===== src/rtl/madd_approx_seq.sv =====
// Sequential shift-add approximate multiply-add: out_res = a*b + c, or a*b + last result in MAC mode.
// Optional MADD_ERR_MON_EN adds a shadow accumulator that tracks the magnitude of dropped partial products.
module madd_approx_seq #(
  parameter int N = 4,
  parameter int APPROX_COLS = 0,
  parameter logic [2*N-1:0] ERR_THRESH = '0
) (
  input  logic           clk,
  input  logic           rst,
  input  logic           in_valid,
  output logic           in_ready,
  input  logic [N-1:0]   in_a,
  input  logic [N-1:0]   in_b,
  input  logic [N-1:0]   in_c,
  input  logic           in_acc,
  output logic           out_valid,
  input  logic           out_ready,
  output logic [2*N-1:0] out_res,
  output logic           out_ovf,
  output logic [2*N-1:0] err_mag,
  output logic           err_flag
);

  localparam int W  = 2 * N;
  localparam int CW = $clog2(N + 1);

  typedef enum logic [1:0] {
    IDLE,
    BUSY,
    DONE
  } state_t;

  state_t        state;
  logic [N-1:0]  a_q;
  logic [N-1:0]  b_q;
  logic [W-1:0]  acc;
  logic [CW-1:0] cnt;
  logic          ovf_run;
  logic [W-1:0]  res_q;
  logic          ovf_q;

  logic [N-1:0]  mask;
  logic [N-1:0]  b_sh;
  logic          b_bit;
  logic [W-1:0]  pp_apx;
  logic [W:0]    sum;
  logic          last_step;

  assign in_ready  = (state == IDLE);
  assign out_valid = (state == DONE);
  assign out_res   = res_q;
  assign out_ovf   = ovf_q;
  assign last_step = (cnt == CW'(N));

  // Column mask for row j=cnt: bit i survives only when i+j reaches APPROX_COLS
  always_comb begin
    mask = '0;
    for (int i = 0; i < N; i++) begin
      mask[i] = (i + int'(cnt)) >= APPROX_COLS;
    end
  end

  // Current row's approximate partial product and the running sum with carry
  always_comb begin
    b_sh   = b_q >> cnt;
    b_bit  = b_sh[0];
    pp_apx = '0;
    if (b_bit) begin
      pp_apx = {{N{1'b0}}, a_q & mask} << cnt;
    end
    sum = {1'b0, acc} + {1'b0, pp_apx};
  end

  // Control FSM and datapath; cnt==N is a finalize cycle that publishes the result
  always_ff @(posedge clk) begin
    if (rst) begin
      state   <= IDLE;
      a_q     <= '0;
      b_q     <= '0;
      acc     <= '0;
      cnt     <= '0;
      ovf_run <= 1'b0;
      res_q   <= '0;
      ovf_q   <= 1'b0;
    end else begin
      unique case (state)
        IDLE: begin
          if (in_valid) begin
            a_q     <= in_a;
            b_q     <= in_b;
            acc     <= in_acc ? res_q : {{N{1'b0}}, in_c};
            cnt     <= '0;
            ovf_run <= 1'b0;
            state   <= BUSY;
          end
        end
        BUSY: begin
          if (last_step) begin
            res_q <= acc;
            ovf_q <= ovf_run;
            state <= DONE;
          end else begin
            acc     <= sum[W-1:0];
            ovf_run <= ovf_run | sum[W];
            cnt     <= cnt + CW'(1);
          end
        end
        DONE: begin
          if (out_ready) begin
            state <= IDLE;
          end
        end
        default: state <= IDLE;
      endcase
    end
  end

`ifdef MADD_ERR_MON_EN
  logic [W-1:0] err_acc;
  logic [W-1:0] err_q;
  logic         flag_q;
  logic [W-1:0] pp_drop;

  // Dropped bits of the current row; exact minus approx equals their sum
  always_comb begin
    pp_drop = '0;
    if (b_bit) begin
      pp_drop = {{N{1'b0}}, a_q & ~mask} << cnt;
    end
  end

  // Shadow error accumulator, published alongside the result
  always_ff @(posedge clk) begin
    if (rst) begin
      err_acc <= '0;
      err_q   <= '0;
      flag_q  <= 1'b0;
    end else begin
      unique case (state)
        IDLE: begin
          if (in_valid) begin
            err_acc <= '0;
          end
        end
        BUSY: begin
          if (last_step) begin
            err_q  <= err_acc;
            flag_q <= (err_acc > ERR_THRESH);
          end else begin
            err_acc <= err_acc + pp_drop;
          end
        end
        default: ;
      endcase
    end
  end

  assign err_mag  = err_q;
  assign err_flag = flag_q;
`else
  assign err_mag  = '0;
  assign err_flag = 1'b0;
`endif

endmodule

===== config.mk =====
export PLATFORM = sky130hd
export DESIGN_NAME = madd_approx_seq
export DESIGN_NICKNAME = d
export VERILOG_FILES = /design/src/rtl/madd_approx_seq.sv
export SDC_FILE = /design/constraint.sdc
export NUM_CORES = 1
export LEC_CHECK = 0
export CORE_MARGIN = 2
export CORE_UTILIZATION = 46
export CTS_CLUSTER_DIAMETER = 30
export DETAILED_ROUTE_END_ITERATION = 7
export GPL_ROUTABILITY_DRIVEN = 0
export PLACE_DENSITY = 0.76
export SYNTH_ARGS = -nofsm -noshare
export SYNTH_HDL_FRONTEND = slang
export SYNTH_SLANG_ARGS = --single-unit

===== constraint.sdc =====
create_clock -name clk -period 2.7 [get_ports clk]
set_input_delay 0.54 -clock clk [delete_from_list [all_inputs] [get_ports clk]]
set_output_delay 0.54 -clock clk [all_outputs]
set_load 0.01 [all_outputs]

==> results of run 1 <==
power by group through the flow:
stage               Sequential [µW]  Combinational (µW)  Clock, µW
floorplan                       496                 115          0
global placement                501                 150          0
detailed placement              502                 152          0
CTS                             491                 153        377
global route                    494                 169        395
finish                          492                 153        370
kinds of logic (layout without fill, tap and decap cells):
kind of cell,Yosys count,after routing,synth area share
simple gates,74,74,0.195
compound gates,53,53,0.183
flops,31,31,0.343
buf+inv,27,46,0.0830
mux,16,16,0.0886
fa+ha+maj,11,11,0.0803
xor+xnor,5,5,0.0242
other cells,1,10,0.00207
flip-flops by register name, summed over array words and instances (netlist names):
signal	count
out_res	8
out_ovf	1
state	2
a_q	4
cnt	3
acc	8
b_q	4
ovf_run	1
worst max-delay path by stage:
stage,start,endpoint,slack (ns),cells past startpoint
after floorplan,cnt[0],acc[6],0.17,12
after global placement,cnt[0],acc[7],0.23,11
after detailed placement,cnt[0],acc[7],0.18,11
after CTS,cnt[0],acc[7],0.14,11
after global routing,cnt[0],acc[7],0.009,11
final,cnt[0],ovf_run,0.24,11
layer usage:
layer  global-route usage  vias to the layer above  routed length, µm
met3               0.0557                        8                293
li1                     -                      801                  -
met4               0.0995                        0                 76
met5                    0                        -                  0
met1                0.251                      713               1770
met2                0.296                       61               1720
per-stage QoR:
stage | std cells | instance area, µm² | hold slack, ns
after floorplan | 227 | 1840 | 0.445
after global placement | 287 | 2090 | 0.444
after detailed placement | 287 | 2090 | 0.454
after CTS | 294 | 2170 | 0.467
after global routing | 294 | 2170 | 0.489
final | 294 | 2170 | 0.462
cells in the final DEF, fill, tap and decap left out, drive strengths merged, types with 6 or more instances in the layout:
cell	synthesis	final
a21oi	23	23
clkbuf	6	6
clkdlybuf4s50	0	27
conb	1	10
dfxtp	31	31
ha	10	10
inv	7	7
mux2i	16	16
nand2	28	28
nor2	17	17
nor3	8	8
o21ai	7	7
critical path: cells and delay by family, from the launching register on:
family / cells / cell delay, ns
buffers and inverters: 1 / 0.15
DFF: 1 / 0.35
adders and majority gates: 1 / 0.34
muxes: 1 / 0.22
and+or+nand+nor: 3 / 0.46
AOI/OAI and AO/OA: 5 / 0.83
timing repair:
item / 4_1_cts / 5_1_grt
hold buffers: 0 / 0
setup endpoints to repair: 0 / 4
gates resized for setup: 0 / 2
buffers inserted: 0 / 0
final cells by class:
class	instances	share of cell area
clock inverter	1	0.00230
tap	48	0.0276
inverter	7	0.0121
multi-input combinational	169	0.493
clock buffer	6	0.0380
sequential	31	0.286
timing repair buffer	32	0.142
==> impl_metrics.csv, run 1 <==
group,metric,value,unit
final_layout,nets,274,
worst_setup_path,r2r_cells,11,
timing,max_slew_margin,0.611,
drt,drtPass1Iterations,4,
synth,syn_area,1810,µm²
pwr,switching_share,0.264,
timing,fmax,406,MHz
timing,drv_slew,0,
synth,yosys_warnings,0,
drt,post_drt_via_cell_ratio,5.38,
global_routing,grt_start_max_net_pins,19,
timing,period_minus_slack,2.46,ns
drt,vias,1583,
worst_hold_path,min-delay-start,"out_ovf",
worst_setup_path,max_stage_delay,0.35,ns
pwr,pwr_density_cell,466,nW/µm²
timing,fin_ws,0.236,ns
synth,post-synth-top-count-cell,"dfxtp_1",
worst_hold_path,holdPathStages,2,
worst_setup_path,rr_endpoint,"ovf_run",
final_layout,regArea,622,µm²
pwr,p_clk_frac,0.365,
drt,wl,3870,µm
clocking,cts-buffers-inserted,5,
worst_setup_path,crit_path_frequent_cell,"a21oi_1",
final_layout,fillers,349,
global_routing,grt_pass1_vias,1447,
timing,finClkSkew,0.00525,ns
floorplan,io_pins,37,
drt,drt_iter0_markers,86,
final_layout,area_growth_syn_to_layout,20.3,%
drt,wl_per_cell,13.1,µm
floorplan,coreArea,3720,µm²
drt,ant_nets,0,
worst_setup_path,slowest_stage,"dfxtp_2",
worst_setup_path,r2r-start,"cnt[0]",
pwr,p_int,746,µW
clocking,cts_num_sinks,31,
synth,synth.area.top_cells,"dfxtp_1 (34%), mux2i_1 (8.9%), ha_1 (6.9%)",
timing,hold_viol,0,
drt,drc,0,
synth,synth-seq-cells,31,
synth,synthTopCellsByCount,"dfxtp_1 (31), nand2_1 (28), a21oi_1 (23), mux2i_1 (16), nor2_1 (15)",
timing,rsz0062_at_grt,"false",
placed_design,place_ws,0.180,ns
synth,ys_seq_area_frac,0.343,
synth,synth.largest_area_cell,"dfxtp_1",
timing,fin_crit_sh,0.912,
worst_setup_path,crit_chain,"mux2i_1, nor3_1, buf_4, a221oi_1, a21oi_1, ha_1, nor2b_1, o2111ai_1, and3_1, a21oi_1, o31a_1",
synth,ys_async_sr_fraction,0,
synth,synth_cell_type_count,42,
status,status,"complete, no violations",
floorplan,start_util,0.487,
clocking,path_clk_slew,0.06,ns
global_routing,antenna_found_initial,0,
worst_setup_path,end_kind,"flop",
final_layout,multi_input_area,1070,µm²
pwr,power_frac_comb,0.150,
synth,syn-mean-instance-area,8.29,µm²
clocking,h-tree-depth,2,
worst_hold_path,holdPathEnd,"out_ovf",
pwr,p_switching,268,µW
worst_setup_path,r2r_setup_slack,0.24,ns
worst_setup_path,cp.required,2.88,ns
pwr,power.leakage,0.000862,µW
final_layout,drive_above_1_share,0.0772,
worst_setup_path,path_max_fanout,4,
floorplan,dieArea,4450,µm²
synth,synthFlopType,"dfxtp_1",
synth,synth_edf_count,0,
timing,setup_viol,0,
floorplan,fp.dieW,66.7,µm
pwr,power,1010,µW
worst_hold_path,hold_path_class,"flop to flop",
final_layout,num_antenna_cells,0,
placed_design,port_buffers,27,
worst_setup_path,cp.arrival,2.64,ns
pwr,seq_power_share,0.485,
timing,worst_pin_slew,0.583,ns
synth,synth_top_area_share,0.343,
final_layout,fin_util,0.585,
global_routing,grt_pass1_wl,6420,µm
run,cap_violations,0,
worst_setup_path,cp-start-kind,"flop",
floorplan,die_y,66.7,µm
synth,netlist_instances,218,
floorplan,rows,22,
worst_setup_path,critical_path_class,"flop to flop",
clocking,cts_tree,"built",
timing,setup-tns-final,0,ns
global_routing,grt.overflow.total,0,
clocking,cts_buffer_depth,2,
pwr,peakVddDrop,0.000364,V
clocking,clk-insertion-delay-late,0.29,ns
placed_design,dp_hpwl,2870,µm
global_routing,track_usage,0.195,
clocking,cts_root_buf,"clkbuf_8",
Power figures use the tool's default switching activity.
==> run 2, diff against run 1 <==
PLACE_DENSITY = 0.87   (was 0.76)
==> run 2 against run 1 <==
Clock skew about the same. Register-to-register slack worse by 0.06 ns. Design area up 1.6%. Combinational power about the same. Final cell count up 0.34%. Critical endpoint is now acc[7].
==> impl_metrics.csv, run 2 (same netlist as run 1, synthesis figures left out) <==
group,metric,value,unit
status,status,"complete, no violations",
floorplan,dieArea,4450,µm²
floorplan,coreArea,3720,µm²
clocking,path_clk_slew,0.07,ns
pwr,power.leakage,0.000876,µW
timing,fmax,396,MHz
timing,period_minus_slack,2.52,ns
drt,drt_iter0_markers,81,
clocking,cts_buffer_depth,2,
run,cap_violations,0,
timing,drv_slew,0,
pwr,peakVddDrop,0.000317,V
placed_design,place_ws,0.214,ns
timing,fin_ws,0.177,ns
clocking,cts_tree,"built",
timing,fin_crit_sh,0.935,
drt,wl,3930,µm
global_routing,grt_start_max_net_pins,17,
global_routing,grt.overflow.total,0,
worst_setup_path,cp-start-kind,"flop",
floorplan,io_pins,37,
timing,setup_viol,0,
placed_design,dp_hpwl,2890,µm
timing,hold_ws,0.468,ns
pwr,pwr_density_cell,505,nW/µm²
placed_design,port_buffers,27,
clocking,cts_root_buf,"clkbuf_8",
timing,max_slew_margin,0.586,
drt,vias,1597,
worst_hold_path,hold_path_class,"flop to flop",
floorplan,start_util,0.487,
timing,hold_viol,0,
clocking,cts_num_sinks,31,
final_layout,multi_input_area,1080,µm²
clocking,h-tree-depth,2,
final_layout,final_cell_mix,"dfxtp_1 (31), nand2_1 (28), clkdlybuf4s50_1 (27), a21oi_1 (23), mux2i_1 (16)",
global_routing,antenna_found_initial,0,
global_routing,grt_pass1_vias,1510,
floorplan,die_y,66.7,µm
drt,drtPass1Iterations,4,
clocking,cts-buffers-inserted,5,
final_layout,area_growth_syn_to_layout,22.1,%
final_layout,fillers,331,
worst_setup_path,cp.required,2.87,ns
final_layout,final_cells,295,
drt,post_drt_via_cell_ratio,5.41,
global_routing,grt_pass1_wl,6620,µm
floorplan,rows,22,
final_layout,drive_above_1_share,0.0810,
worst_setup_path,end_kind,"flop",
drt,drc,0,
worst_setup_path,cp.arrival,2.70,ns
floorplan,fp.dieW,66.7,µm
clocking,clk-insertion-delay-late,0.28,ns
timing,finClkSkew,0.00502,ns
worst_setup_path,critical_path_class,"flop to flop",
drt,wl_per_cell,13.3,µm
global_routing,track_usage,0.197,
timing,worst_pin_slew,0.621,ns
final_layout,regArea,621,µm²
clocking,post_cts.repair.setup_buffers,0,
final_layout,num_antenna_cells,0,
drt,ant_nets,0,
final_layout,nets,274,
worst_setup_path,path_max_fanout,10,
final_layout,layout_commonest_cell,"dfxtp_1",
placed_design,place_inst,287,
-- run 2: cell types whose count changed in the layout (fill, tap and decap cells not counted), sizes merged --
cell and change:
bufinv +1
-- run 2: stage by stage --
stage | area [µm²] | utilization | total power, µW | TNS, ns
2_1_floorplan | 1840 | - | 611 | 0
3_3_place_gp | 2090 | 0.561 | 648 | 0
3_5_place_dp | 2090 | 0.561 | 653 | 0
4_1_cts | 2200 | 0.593 | 1120 | 0
5_1_grt | 2210 | 0.594 | 1170 | -0.0568
6_report | 2210 | 0.594 | 1120 | 0
-- run 2: cell type report --
class / count / area share
Tap cell: 48 / 0.0272
Clock buffer: 6 / 0.0374
Clock inverter: 2 / 0.0159
Multi-Input combinational cell: 169 / 0.487
Sequential cell: 31 / 0.281
Timing Repair Buffer: 32 / 0.139
Inverter: 7 / 0.0119
-- run 2: worst paths after layout --
| path | from | to | slack, ns | cells after the start |
|---|---|---|---|---|
| hold reg to reg | out_ovf | out_ovf | 0.47 | 2 |
| setup / recovery | cnt[0] | acc[7] | 0.18 | 11 |
| setup reg to reg | cnt[0] | acc[7] | 0.18 | 11 |
| hold / removal | out_ovf | out_ovf | 0.47 | 2 |
-- run 2: per-layer routing --
metal	global-route usage	share of wire
met1	0.239	0.46
met4	0.0893	0.016
met2	0.321	0.47
met3	0.0541	0.055
met5	0	0
-- run 2: what timing repair did --
action | 4_1_cts | 5_1_grt
hold endpoints to repair | 0 | 0
gates resized for setup | 0 | 1
endpoints found under the setup margin | 0 | 3
hold buffers | 0 | 0
-- run 2: report_power, final --
group	total [µW]	switching [µW]	internal (µW)
Combinational	154	82.4	71.7
Sequential	491	16.2	475
Clock	471	172	298
Total	1120	271	845
-- run 2: worst max-delay path, cell delays in order (launching register included) --
cell and delay (ns):
dfxtp_1 0.34, buf_4 0.18, mux2i_1 0.24, nor3_2 0.09
a221oi_1 0.28, a21oi_1 0.08, ha_1 0.25, a211oi_1 0.26
o21ai_0 0.19, a31oi_1 0.24, xor2_1 0.16, o22ai_1 0.10
==> run 3, diff against run 2 <==
CORE_MARGIN = 3   (was 2)
PLACE_DENSITY = 0.76   (was 0.87)
==> run 3 against run 2 <==
Wire length is 2.6% higher. First-iteration DRC count is 31% higher. Hold slack worse by 0.0034 ns. Global-route usage is 0.92 points lower. Register-to-register slack hardly changed. Clock power is 14% lower. Worst setup slack worse by 0.0064 ns. Via count is 0.88% lower. Largest cell class unchanged. Combinational power is 3% higher. Sequential power hardly changed. Non-clock buffer count is 2 higher.
==> impl_metrics.csv, run 3 (same netlist as run 1, synthesis figures left out) <==
group,metric,value,unit
timing,hold_ws,0.465,ns
clocking,hold_buffers,0,
worst_setup_path,end_kind,"flop",
final_layout,fin_util,0.593,
drt,drc,0,
worst_setup_path,cp.arrival,2.71,ns
global_routing,grt_pass1_wl,6420,µm
placed_design,dp_hpwl,2900,µm
pwr,switching_share,0.257,
worst_setup_path,cpLargestDelayFamily,"compound AO/OA/AOI/OAI gates",
worst_setup_path,cp-start-kind,"flop",
worst_setup_path,critical_path_class,"flop to flop",
drt,wl_per_cell,13.6,µm
drt,post_drt_via_cell_ratio,5.33,
global_routing,grt_pass1_vias,1415,
drt,drtPass1Iterations,4,
timing,hold_viol,0,
clocking,clk-insertion-delay-late,0.29,ns
pwr,power_frac_comb,0.150,
floorplan,die_y,68.7,µm
final_layout,layout_commonest_cell,"dfxtp_1",
final_layout,area_growth_syn_to_layout,21.9,%
pwr,p_clk_frac,0.383,
final_layout,num_antenna_cells,0,
worst_hold_path,min-delay-start,"out_ovf",
pwr,peakVddDrop,0.000343,V
worst_hold_path,hold_path_class,"flop to flop",
final_layout,drive_above_1_share,0.0884,
worst_setup_path,cp.required,2.88,ns
global_routing,antenna_found_initial,0,
floorplan,coreArea,3720,µm²
drt,drt_iter0_markers,106,
worst_setup_path,r2r_setup_slack,0.17,ns
pwr,p_switching,271,µW
drt,ant_nets,0,
worst_setup_path,crit_buf_inv,1,
clocking,cts_num_sinks,31,
timing,fin_crit_sh,0.937,
floorplan,rows,22,
worst_hold_path,holdPathEnd,"out_ovf",
final_layout,nets,276,
status,status,"complete, no violations",
floorplan,start_util,0.487,
run,cap_violations,0,
floorplan,fp.dieW,68.7,µm
global_routing,grt_start_max_net_pins,17,
timing,max_slew_margin,0.593,
clocking,path_clk_slew,0.06,ns
placed_design,port_buffers,27,
worst_setup_path,max_stage_delay,0.38,ns
drt,vias,1583,
worst_hold_path,holdPathStages,2,
global_routing,track_usage,0.187,
worst_setup_path,rr_endpoint,"acc[6]",
timing,fmax,395,MHz
worst_setup_path,slowest_stage,"dfxtp_2",
global_routing,grt.overflow.total,0,
pwr,pwr_density_cell,478,nW/µm²
pwr,p_int,782,µW
pwr,seq_power_share,0.468,
worst_setup_path,r2r-start,"cnt[0]",
worst_setup_path,crit_chain,"mux2i_1, nor3_1, buf_4, a221oi_1, a21oi_1, ha_1, nor2b_2, o2111ai_1, and3_1, mux2i_1, a32o_1",
timing,period_minus_slack,2.53,ns
pwr,power.leakage,0.000878,µW
clocking,cts-buffers-inserted,5,
floorplan,io_pins,37,
worst_setup_path,setup.worst_path.start,"cnt[0]",
timing,drv_slew,0,
drt,wl,4030,µm
worst_setup_path,crit_path_frequent_cell,"mux2i_1",
clocking,cts_root_buf,"clkbuf_8",
floorplan,dieArea,4720,µm²
clocking,cts_buffer_depth,2,
clocking,cts_tree,"built",
timing,finClkSkew,0.00461,ns
clocking,h-tree-depth,2,
timing,setup_viol,0,
worst_setup_path,r2r_cells,11,
final_layout,final_cell_mix,"dfxtp_1 (30), nand2_1 (28), clkdlybuf4s50_1 (27), a21oi_1 (23), mux2i_1 (16)",
worst_setup_path,path_max_fanout,6,
timing,worst_pin_slew,0.611,ns
==> run 3: cell count changes in the layout (fill, tap and decap cells not counted), sizes merged <==
cell / delta
buf: +2
clkbuf: +2
bufinv: -1
clkinv: -1
==> run 3: stage by stage <==
stage	power [µW]	setup slack, ns	instance area, µm²	setup TNS, ns	instances
after floorplan	611	0.167	1840	0	227
after global placement	650	0.221	2090	0	288
after detailed placement	653	0.121	2090	0	288
after CTS	1050	0.112	2190	0	296
after global routing	1100	-0.00676	2200	-0.0107	297
final	1050	0.170	2200	0	297
==> run 3: layer usage <==
layer,track usage,share of wire
met4,0.107,0.020
met1,0.230,0.46
met3,0.0583,0.085
met2,0.288,0.44
met5,0,0
==> run 3: worst register-to-register path: stages (launching register included) <==
cell and delay [ns]:
dfxtp_2 0.38, mux2i_1 0.23, nor3_1 0.08, buf_4 0.16, a221oi_1 0.27, a21oi_1 0.07, ha_1 0.35, nor2b_2 0.18
o2111ai_1 0.16, and3_1 0.22, mux2i_1 0.09, a32o_1 0.22
==> run 3: how the worst max path moves through the flow <==
stage	endpoint	cells past startpoint
after detailed placement	acc[6]	11
after CTS	acc[6]	11
after floorplan	acc[6]	12
final	acc[6]	11
after global routing	ovf_run	11
after global placement	ovf_run	11
==> run 3: power groups by stage <==
stage                     registers, µW  logic (µW)  clock network, µW
after floorplan                     496         115                  0
after global placement              502         149                  0
after detailed placement            502         151                  0
after CTS                           492         153                410
after global routing                494         173                430
final                               493         158                403
==> run 3: what timing repair did <==
item	4_1_cts	5_1_grt
setup endpoints to repair	0	4
buffers inserted	0	1
resized for setup	0	2
==> run 3: layout make-up <==
type                            instances  area (µm²)
Fill cell                             360        1510
Timing Repair Buffer                   34         323
Clock buffer                            8         100
Tap cell                               48        60.1
Sequential cell                        31         622
Inverter                                7        26.3
Multi-Input combinational cell        169        1070
